`config.mk`:
```
export PLATFORM = sky130hd
export DESIGN_NAME = byte_decode_flat
export DESIGN_NICKNAME = d
export VERILOG_FILES = /design/src/rtl/kyber_pkg.sv /design/src/rtl/byte_decode_if.sv /design/src/rtl/mod_q_csub.sv /design/src/rtl/byte_decode.sv /design/src/flat_wrapper.sv
export SDC_FILE = /design/constraint.sdc
export NUM_CORES = 1
export LEC_CHECK = 0
export ABC_AREA = 1
export ABC_CLOCK_PERIOD_IN_PS = 3800
export CELL_PAD_IN_SITES_DETAIL_PLACEMENT = 0
export CELL_PAD_IN_SITES_GLOBAL_PLACEMENT = 2
export CORE_MARGIN = 2
export CORE_UTILIZATION = 31
export CTS_CLUSTER_DIAMETER = 50
export DETAILED_ROUTE_END_ITERATION = 8
export PLACE_DENSITY_LB_ADDON = 0.1
export SETUP_SLACK_MARGIN = 0.3
export SYNTH_ARGS = -nofsm -noshare
export SYNTH_HDL_FRONTEND = slang
export SYNTH_SLANG_ARGS = --single-unit
```
`constraint.sdc`:
```
create_clock -name i_clk -period 3.8 [get_ports i_clk]
set_clock_uncertainty 0.1 [all_clocks]
set_input_delay 0.38 -clock i_clk [delete_from_list [all_inputs] [get_ports i_clk]]
set_output_delay 0.38 -clock i_clk [all_outputs]
set_load 0.1 [all_outputs]
```
`src/rtl/kyber_pkg.sv`:
```
// rtl/kyber_pkg.sv - shared Kyber constants, FSM state type and helpers
package kyber_pkg;

  localparam int Q     = 3329;
  localparam int N     = 256;
  localparam int DW    = 64;
  localparam int CW    = 12;
  localparam int BUF_W = 88;

  typedef enum logic [1:0] {
    IDLE = 2'd0,
    RUN  = 2'd1,
    DONE = 2'd2
  } state_t;

  function automatic logic l_legal(input logic [3:0] l);
    case (l)
      4'd1, 4'd4, 4'd5, 4'd10, 4'd11, 4'd12: return 1'b1;
      default:                               return 1'b0;
    endcase
  endfunction

  function automatic logic [CW-1:0] lane_mask(input logic [3:0] l);
    return CW'((13'd1 << l) - 13'd1);
  endfunction

  // Stream words carry byte 0 in the top lane; coefficients are packed LSB first.
  function automatic logic [DW-1:0] byte_reverse(input logic [DW-1:0] w);
    logic [DW-1:0] r;
    for (int b = 0; b < DW / 8; b++) begin
      r[8*b +: 8] = w[DW-1-8*b -: 8];
    end
    return r;
  endfunction

endpackage

```
`src/rtl/byte_decode_if.sv`:
```
// rtl/byte_decode_if.sv - byte-stream input and coefficient-pair output handshakes
interface byte_decode_if;
  import kyber_pkg::*;

  logic [DW-1:0]   i_bytes;
  logic            i_bytes_valid;
  logic            o_bytes_ready;
  logic [2*CW-1:0] o_coeffs;
  logic            o_coeffs_valid;
  logic            i_coeffs_ready;

  modport slave (
    input  i_bytes, i_bytes_valid, i_coeffs_ready,
    output o_bytes_ready, o_coeffs, o_coeffs_valid
  );

  modport master (
    output i_bytes, i_bytes_valid, i_coeffs_ready,
    input  o_bytes_ready, o_coeffs, o_coeffs_valid
  );

endinterface

```
`src/rtl/mod_q_csub.sv`:
```
// rtl/mod_q_csub.sv - 12-bit conditional subtract of Q with a ge flag
module mod_q_csub
  import kyber_pkg::*;
(
  input  logic [CW-1:0] x,
  output logic [CW-1:0] y,
  output logic          ge
);

  localparam logic [CW-1:0] QV = CW'(Q);

  assign ge = (x >= QV);
  assign y  = ge ? (x - QV) : x;

endmodule

```
`src/rtl/byte_decode.sv`:
```
// rtl/byte_decode.sv - Kyber ByteDecode_l: 64-bit byte words in, coefficient pairs out
module byte_decode
  import kyber_pkg::*;
(
  input  logic             i_clk,
  input  logic             i_rst,
  input  logic             i_start,
  input  logic [3:0]       i_l,
  byte_decode_if.slave     bus,
  output logic             o_done,
  output logic             o_mod_err
);

  state_t           state_q, state_d;
  logic [3:0]       l_q;
  logic [BUF_W-1:0] buf_q;
  logic [6:0]       cnt_q;
  logic [5:0]       words_q;
  logic [6:0]       pairs_q;
  logic             mod_err_q;

  logic             start_ok;
  logic             in_run;
  logic [6:0]       two_l;
  logic             bytes_ready;
  logic             coeffs_valid;
  logic             accept;
  logic             consume;

  logic [CW-1:0]    mask;
  logic [CW-1:0]    raw0, raw1;
  logic [CW-1:0]    red0, red1;
  logic             ge0, ge1;
  logic [CW-1:0]    lane0, lane1;

  logic [BUF_W-1:0] buf_shift;
  logic [6:0]       app_pos;
  logic [BUF_W-1:0] buf_d;
  logic [6:0]       cnt_d;

  assign in_run = (state_q == RUN);
  assign two_l  = {2'b00, l_q, 1'b0};

  // At most 24 bits may be pending so a full word always fits in the 88-bit buffer.
  assign bytes_ready  = in_run && (cnt_q <= 7'd24) && (words_q < {l_q, 2'b00});
  assign coeffs_valid = in_run && (cnt_q >= two_l);
  assign accept       = bus.i_bytes_valid && bytes_ready;
  assign consume      = coeffs_valid && bus.i_coeffs_ready;

  assign mask = lane_mask(l_q);
  assign raw0 = buf_q[CW-1:0] & mask;
  assign raw1 = buf_q[{3'b000, l_q} +: CW] & mask;

  mod_q_csub u_csub0 (.x(raw0), .y(red0), .ge(ge0));
  mod_q_csub u_csub1 (.x(raw1), .y(red1), .ge(ge1));

  assign lane0 = (l_q == 4'd12) ? red0 : raw0;
  assign lane1 = (l_q == 4'd12) ? red1 : raw1;

  assign bus.o_bytes_ready  = bytes_ready;
  assign bus.o_coeffs_valid = coeffs_valid;
  assign bus.o_coeffs       = coeffs_valid ? {lane0, lane1} : '0;
  assign o_mod_err          = mod_err_q;

  // Retire the outgoing pair first, then append the new word just above what remains.
  always_comb begin
    buf_shift = consume ? (buf_q >> two_l) : buf_q;
    app_pos   = consume ? (cnt_q - two_l) : cnt_q;
    buf_d     = buf_shift;
    cnt_d     = app_pos;
    if (accept) begin
      buf_d = buf_shift | ({{(BUF_W-DW){1'b0}}, byte_reverse(bus.i_bytes)} << app_pos);
      cnt_d = app_pos + 7'd64;
    end
  end

  always_ff @(posedge i_clk) begin
    if (i_rst) begin
      state_q <= IDLE;
    end else begin
      state_q <= state_d;
    end
  end

  always_comb begin
    state_d  = state_q;
    start_ok = 1'b0;
    o_done   = 1'b0;
    case (state_q)
      IDLE: begin
        if (i_start && l_legal(i_l)) begin
          start_ok = 1'b1;
          state_d  = RUN;
        end
      end
      RUN: begin
        if (consume && (pairs_q == 7'd127)) begin
          state_d = DONE;
        end
      end
      DONE: begin
        o_done  = 1'b1;
        state_d = IDLE;
      end
      default: state_d = IDLE;
    endcase
  end

  always_ff @(posedge i_clk) begin
    if (i_rst) begin
      l_q       <= 4'd0;
      buf_q     <= '0;
      cnt_q     <= 7'd0;
      words_q   <= 6'd0;
      pairs_q   <= 7'd0;
      mod_err_q <= 1'b0;
    end else if (start_ok) begin
      l_q       <= i_l;
      buf_q     <= '0;
      cnt_q     <= 7'd0;
      words_q   <= 6'd0;
      pairs_q   <= 7'd0;
      mod_err_q <= 1'b0;
    end else if (in_run) begin
      buf_q <= buf_d;
      cnt_q <= cnt_d;
      if (accept) begin
        words_q <= words_q + 6'd1;
      end
      if (consume) begin
        pairs_q <= pairs_q + 7'd1;
        if ((l_q == 4'd12) && (ge0 || ge1)) begin
          mod_err_q <= 1'b1;
        end
      end
    end
  end

endmodule
```
`src/flat_wrapper.sv`:
```
// flat-port wrapper written by rule: the top's interface ports become plain ports
module byte_decode_flat import kyber_pkg::*;
  (i_clk, i_rst, i_start, i_l, o_done, o_mod_err, bus_i_bytes, bus_i_bytes_valid, bus_i_coeffs_ready, bus_o_bytes_ready, bus_o_coeffs, bus_o_coeffs_valid);
  byte_decode_if bus_i ();
  input  logic i_clk;
  input  logic i_rst;
  input  logic i_start;
  input  logic [3:0] i_l;
  output logic o_done;
  output logic o_mod_err;
  input wire logic [$bits(bus_i.i_bytes)-1:0] bus_i_bytes;
  input wire logic [$bits(bus_i.i_bytes_valid)-1:0] bus_i_bytes_valid;
  input wire logic [$bits(bus_i.i_coeffs_ready)-1:0] bus_i_coeffs_ready;
  output wire logic [$bits(bus_i.o_bytes_ready)-1:0] bus_o_bytes_ready;
  output wire logic [$bits(bus_i.o_coeffs)-1:0] bus_o_coeffs;
  output wire logic [$bits(bus_i.o_coeffs_valid)-1:0] bus_o_coeffs_valid;
  assign bus_i.i_bytes = bus_i_bytes;
  assign bus_i.i_bytes_valid = bus_i_bytes_valid;
  assign bus_i.i_coeffs_ready = bus_i_coeffs_ready;
  assign bus_o_bytes_ready = bus_i.o_bytes_ready;
  assign bus_o_coeffs = bus_i.o_coeffs;
  assign bus_o_coeffs_valid = bus_i.o_coeffs_valid;
  byte_decode u_core (.i_clk(i_clk), .i_rst(i_rst), .i_start(i_start), .i_l(i_l), .bus(bus_i), .o_done(o_done), .o_mod_err(o_mod_err));
endmodule
```
After elaboration in Yosys (flattened, before gate mapping):

Cells that the tools add are included.
W data, S select, Z words.

* add/sub/neg operators: 7
* order comparisons: 5
* eq/ne operators: 12
* shift-type cells: 4
* mux-type cells: 17
* bitwise logic cells: 3
* reduce and logical (&&, ||, !) cells: 16

Operators with widths (count)
* $mux W88: 2
* $or A88 B88 Y88: 1
* $shiftx A88 B5 Y12: 1
* $shl A64 B7 Y88: 1
* $shr A88 B5 Y88: 1
* $mux W12: 4
* $and A12 B12 Y12: 2
* $ge A12 B12 Y1 const B: 2
* $mux W24: 1
* $sub A12 B12 Y12 const B: 2
* $eq A4 B4 Y1 const B: 4
* $mux W7: 2
* $shl A1 B4 Y12 const A: 1
* $sub A12 B1 Y12 const B: 1
* $eq A4 B3 Y1 const B: 2
* $logic_and A1 B1 Y1: 8
* $add A7 B1 Y7 const B: 1
* $add A7 B7 Y7 const B: 1
* $eq A7 B7 Y1 const B: 1
* $ge A7 B5 Y1: 1
* $le A7 B5 Y1 const B: 1
* $sub A7 B5 Y7: 1
* $add A6 B1 Y6 const B: 1
* $lt A6 B6 Y1: 1
* other kinds (14): 21

* register bits: 115
* input port bits: 73
* output and inout port bits: 28
* word-level logic and storage cells: 71

Longest topological paths before layout:

Gate-level depths: netlist (run 1).

* depth after elaboration: 8
* gate-level depth with buffers: 26

Modules after synthesis:

Synthesis (run 1) repeated with hierarchy kept, for this count alone.

* cells, all modules: 2869
* area, all modules: 15437.3 µm²

Modules (own cells, without submodules)
* byte_decode: times used 1, cells an instance 2697, area an instance 14478.9 µm², seq. area each 2282.2 µm²
* mod_q_csub: times used 2, cells an instance 86, area an instance 479.2 µm², seq. area each 0.0 µm²

Least setup slack after synthesis (run 1):

No wires, ideal clock.

* path type: register -> output
* start: register u_core.l_q[1]
* end: output bus_o_coeffs[21]
* arrival time: 4.755 ns
* required time: 3.320 ns
* path slack: -1.435 ns
* stages on the path, launching flop included: 20
* buffers on the path: 4
* cell sequence: dfxtp_1 buf_4 inv_2 buf_2 buf_2 buf_1 nand3_1 ha_1 nor2_1 inv_1 ha_1 nand2_1 inv_2 nand3_1 nand2_1 nand3_2 nand2_2 inv_2 a21oi_1 nor3_1

* cells in the longest elaborated chain, start to end: 7
* elaborated cells on any way between the ends: 11
* classes of those cells: 2 x add/sub; 2 x order compare; 1 x eq/ne; 1 x shift; 3 x mux; 1 x bitwise; 1 x reduce/logical

Ends and longest elaborated chain
* start, declared: line byte_decode.sv:15 `logic [3:0] l_q;`
* start signal, assigned: line byte_decode.sv:118 `l_q <= i_l;`
* $shl A1 B4 Y12: line kyber_pkg.sv:24 `return CW'((13'd1 << l) - 13'd1);`
* $sub A12 B1 Y12: line kyber_pkg.sv:24
* $and A12 B12 Y12: line byte_decode.sv:51 `assign raw0 = buf_q[CW-1:0] & mask;`
* $sub A12 B12 Y12 / $ge A12 B12 Y1 (equally long branches): line mod_q_csub.sv:13, mod_q_csub.sv:12
* $mux W12: line mod_q_csub.sv:13 `assign y = ge ? (x - QV) : x;`
* $mux W12: line byte_decode.sv:57 `assign lane0 = (l_q == 4'd12) ? red0 : raw0;`
* $mux W24 (*): line byte_decode.sv:62 `assign bus.o_coeffs = coeffs_valid ? {lane0, lane1} : '0;`
* end, declared: line flat_wrapper.sv:15 `output wire logic [$bits(bus_i.o_coeffs)-1:0] bus_o_coeffs;`

Mark *: on every way between the ends. The rest lies on a longest branch, timed or not.

Worst setup path in the final report (run 1):

* start: register u_core.l_q[0]
* end: output bus_o_coeffs[3]

* cells in the longest elaborated chain, start to end: 7
* elaborated cells on any way between the ends: 12
* classes of those cells: 2 x add/sub; 2 x order compare; 1 x eq/ne; 2 x shift; 3 x mux; 1 x bitwise; 1 x reduce/logical

Ends and longest elaborated chain
* $shl A1 B4 Y12: line kyber_pkg.sv:24
* $sub A12 B1 Y12: line kyber_pkg.sv:24
* $and A12 B12 Y12: line byte_decode.sv:52 `assign raw1 = buf_q[{3'b000, l_q} +: CW] & mask;`
* $sub A12 B12 Y12 / $ge A12 B12 Y1 (equally long branches): line mod_q_csub.sv:13, mod_q_csub.sv:12
* $mux W12: line mod_q_csub.sv:13
* $mux W12: line byte_decode.sv:58 `assign lane1 = (l_q == 4'd12) ? red1 : raw1;`
* $mux W24 (*): line byte_decode.sv:62

Marks and branches as above.

==> qor.csv, run 1 <==
stage,metric,value,unit
status,status,"complete, but fails checks",
status,failing checks,setup timing,
synth,Gate Count Post-Synth,2856,
layout,layout net count,3060,
synth,syn nets,2944,
synth,Syn. warnings,0,
clock_network,CTS tree,yes,
sta,RSZ-0062 raised after global routing,true,
synth,syn avg cell area,5.34,sq um
synth,Synth area leaders,"nand2_1 21%, nand3_1 16%, dfxtp_1 15%",
power,Leakage,8.98,nW
setup_path,"Slowest-stage cell, CP",dfxtp_4,
sta,Slew @ Worst Pin,0.987,ns
power,VDD IR max,0.264,mV
route,Iteration-0 DRC Markers,2020,
route,DRC viols,0,
setup_path,WP data arrival,3.33,ns
synth,flop and latch count out of synthesis,114,
synth,Synth Cell Area,15200,sq um
die,Die X,226,um
setup_path,Reg2Reg Depth,20,
sta,post-route clock period utilization,1.00,
synth,ys async rst share,0,
synth,Synth top area share,0.211,
global_route,global route total overflow,0,
setup_path,worst path cell trace,"buf_4, buf_16, nand2_4, nand2_2, o21ai_2, nand2_1, nand2_1, nor2_1, buf_4, nor2_4, nand3_4, buf_6, a21oi_4, nand3_4, buf_12, buf_16, nand3_2, nand2_2, a21oi_4, buf_12",
die,Core Box Area,48700,sq um
setup_path,type of origin of the critical path,register,
layout,P&R area growth vs syn,36.0,%
synth,count of cell types in the netlist,58,
clock_network,Worst-path clk slew,0.06,ns
route,DR vias/cell,5.70,
route,DR WL/cell,23.8,um
synth,"count leader, synth",nand2_1,
setup_path,critical path class,reg2out,
layout,design area,20700,sq um
die,Rows,81,
synth,cell accounting for the most synthesized area,nand2_1,
placed_design,DP Cell Count,3512,
setup_path,crit path max fanout,16,
setup_path,CP peak stage delay,0.41,ns
synth,Post-synth top cells,"857 x nand2_1, 496 x nand3_1, 306 x o21ai_0, 226 x inv_1, 158 x nor2_1",
route,total routed wirelength,86900,um
die,die area,50900,sq um
sta,final hold vios,0,
global_route,initial antenna violation count,1,
placed_design,Port Buf Inserts,100,
global_route,largest net degree at the start of global routing,87,
layout,layout cell share with drive strength beyond 1,0.185,
synth,ys flop type,dfxtp_1,
route,first drt pass iteration count,6,
synth,"Seq/Total Area, Yosys",0.150,
die,initial core utilization,0.313,
global_route,vias in the first global route,19400,
global_route,global-route wire length before repair,126000,um
layout,fill count,5297,
clock_network,CTS HTree Levels,4,
placed_design,routability cong.,0.958,
clock_network,clock root buffer,clkbuf_16,
sta,post-route setup slack,-0.0102,ns
route,post-route ant nets,0,
die,Die Ht,226,um
die,I/O pin count,101,
sta,Final setup viols,2,
placed_design,Area after DPL,17700,sq um
sta,TNS Setup,-0.0140,ns
clock_network,clock latency at the later pin of the worst-skew pair,0.46,ns
sta,"Slew Viols, Final",0,
hold_path,hold depth,2,
job,max-cap violation count,0,
sta,Peak Freq,0.262,GHz
sta,Final min period,3.81,ns
clock_network,TritonCTS Sinks,114,
layout,final cell count without fillers,3649,
layout,# diodes,0,
power,power density over the cells,295,nW/um^2
sta,slew margin rel.,0.342,
synth,Post-synth EDFFs,0,
clock_network,CTS Buf Count,17,
clock_network,"Hold-fix buffers, CTS",0,
hold_path,worst hold path type,reg2reg,
setup_path,worst path required time,3.32,ns
global_route,overall global routing resource usage,0.330,
clock_network,clock buffer depth,2,
route,DR vias,20800,
placed_design,Detailed Place HPWL,62500,um
setup_path,CP Capture Type,output port,
cells by family (layout without fill, tap and decap cells):
group / count (synthesis) / in the layout / synth area share
DFF: 114 / 114 / 0.150
adders and majority gates: 15 / 15 / 0.0128
buffers and inverters: 447 / 574 / 0.121
and+or+nand+nor: 1627 / 1629 / 0.466
muxes: 26 / 26 / 0.0171
xor gates and xnor gates: 11 / 11 / 0.00731
AOI/OAI and AO/OA: 616 / 616 / 0.226
final cells by class:
type                       count  area, sq um  area share
clock inverter                10          108     0.00519
multi-input combinational   2297        12400       0.600
tap                          664          831      0.0401
sequential                   114         2300       0.111
timing repair buffer         301         3610       0.174
timing repair inverter         1         6.26    0.000302
clock buffer                  22          474      0.0229
inverter                     240          960      0.0463
layout by cell type (no fill, tap or decap), types with 13 or more instances in the layout:
master	netlist	layout
nand2_1	857	774
nand3_1	496	441
o211ai_1	21	21
o21ai_0	306	275
nor2_1	158	134
buf_12	0	48
o31ai_1	13	13
nand2_2	10	73
buf_6	5	21
a21oi_4	1	15
o21a_1	15	15
o21ai_1	8	19
a211oi_1	16	16
inv_2	11	13
clkdlybuf4s50_1	0	74
nand3_2	4	51
o22ai_1	26	26
o21ai_2	0	14
dfxtp_1	114	109
nor3_1	16	14
a21oi_1	145	125
mux2i_1	26	24
clkbuf_16	0	26
inv_1	226	211
a31oi_1	33	32
nor2_2	8	14
nand2_4	1	18
nand4_1	43	43
buf_4	12	130
nor2_4	4	22
final timing paths:
path / end / startpoint / slack, ns
hold reg to reg: u_core.o_mod_err / u_core.o_mod_err / 0.36
hold / removal: u_core.o_mod_err / u_core.o_mod_err / 0.36
setup reg to reg: u_core.buf_q[81] / u_core.l_q[0] / 0.39
setup / recovery: bus_o_coeffs[3] / u_core.l_q[0] / -0.01
layer usage:
metal / vias to the layer above / track usage / part of all wire
met5: - / 0 / 0
li1: 9889 / - / -
met3: 163 / 0.0459 / 0.061
met1: 9913 / 0.420 / 0.42
met2: 843 / 0.551 / 0.47
met4: 0 / 0.153 / 0.047
power breakdown:
group          switching [mW]  leakage, nW  internal, mW
logic                    2.05         7.77          1.04
registers              0.0867        0.930          1.27
clock network           0.662        0.282          1.01
total                    2.80         8.98          3.32
registers in the layout (all words and copies together), names as in the netlist:
signal / count
u_core.o_mod_err: 1
u_core.words_q: 6
u_core.pairs_q: 7
u_core.buf_q: 88
u_core.l_q: 4
u_core.cnt_q: 6
u_core.state_q: 2
repair_timing:
item	in CTS	in global routing
pin swaps	44	53
gates cloned	12	10
gates resized for setup	198	164
setup buffers	59	24
setup endpoints to repair	67	95
stage by stage:
stage	util	worst slack, ns	hold WS (ns)	power, mW
3_5_place_dp	0.362	-0.00508	0.350	3.98
4_1_cts	0.405	0.00966	0.359	5.90
3_3_place_gp	0.362	-0.106	0.345	3.99
2_1_floorplan	-	0.166	0.329	3.04
5_1_grt	0.425	-0.139	0.402	6.43
6_report	0.425	-0.0102	0.359	6.11
worst max-delay path, delay by kind of cell, from the launching register on:
family,cells,cell delay (ns)
AOI/OAI and AO/OA,3,0.51
buffers and inverters,7,1.09
DFF,1,0.41
and+or+nand+nor,10,0.86
Power figures use the tool's default switching activity.
==> inputs of run 2 (changes only) <==
--- a/config.mk
+++ b/config.mk
@@ -13,6 +13,7 @@
 export CORE_UTILIZATION = 31
 export CTS_CLUSTER_DIAMETER = 50
 export DETAILED_ROUTE_END_ITERATION = 8
+export HOLD_SLACK_MARGIN = 0.15
 export PLACE_DENSITY_LB_ADDON = 0.1
 export SETUP_SLACK_MARGIN = 0.3
 export SYNTH_ARGS = -nofsm -noshare
==> results of run 2 <==
The final DEF is identical to that of run 1; final timing and power are the same.
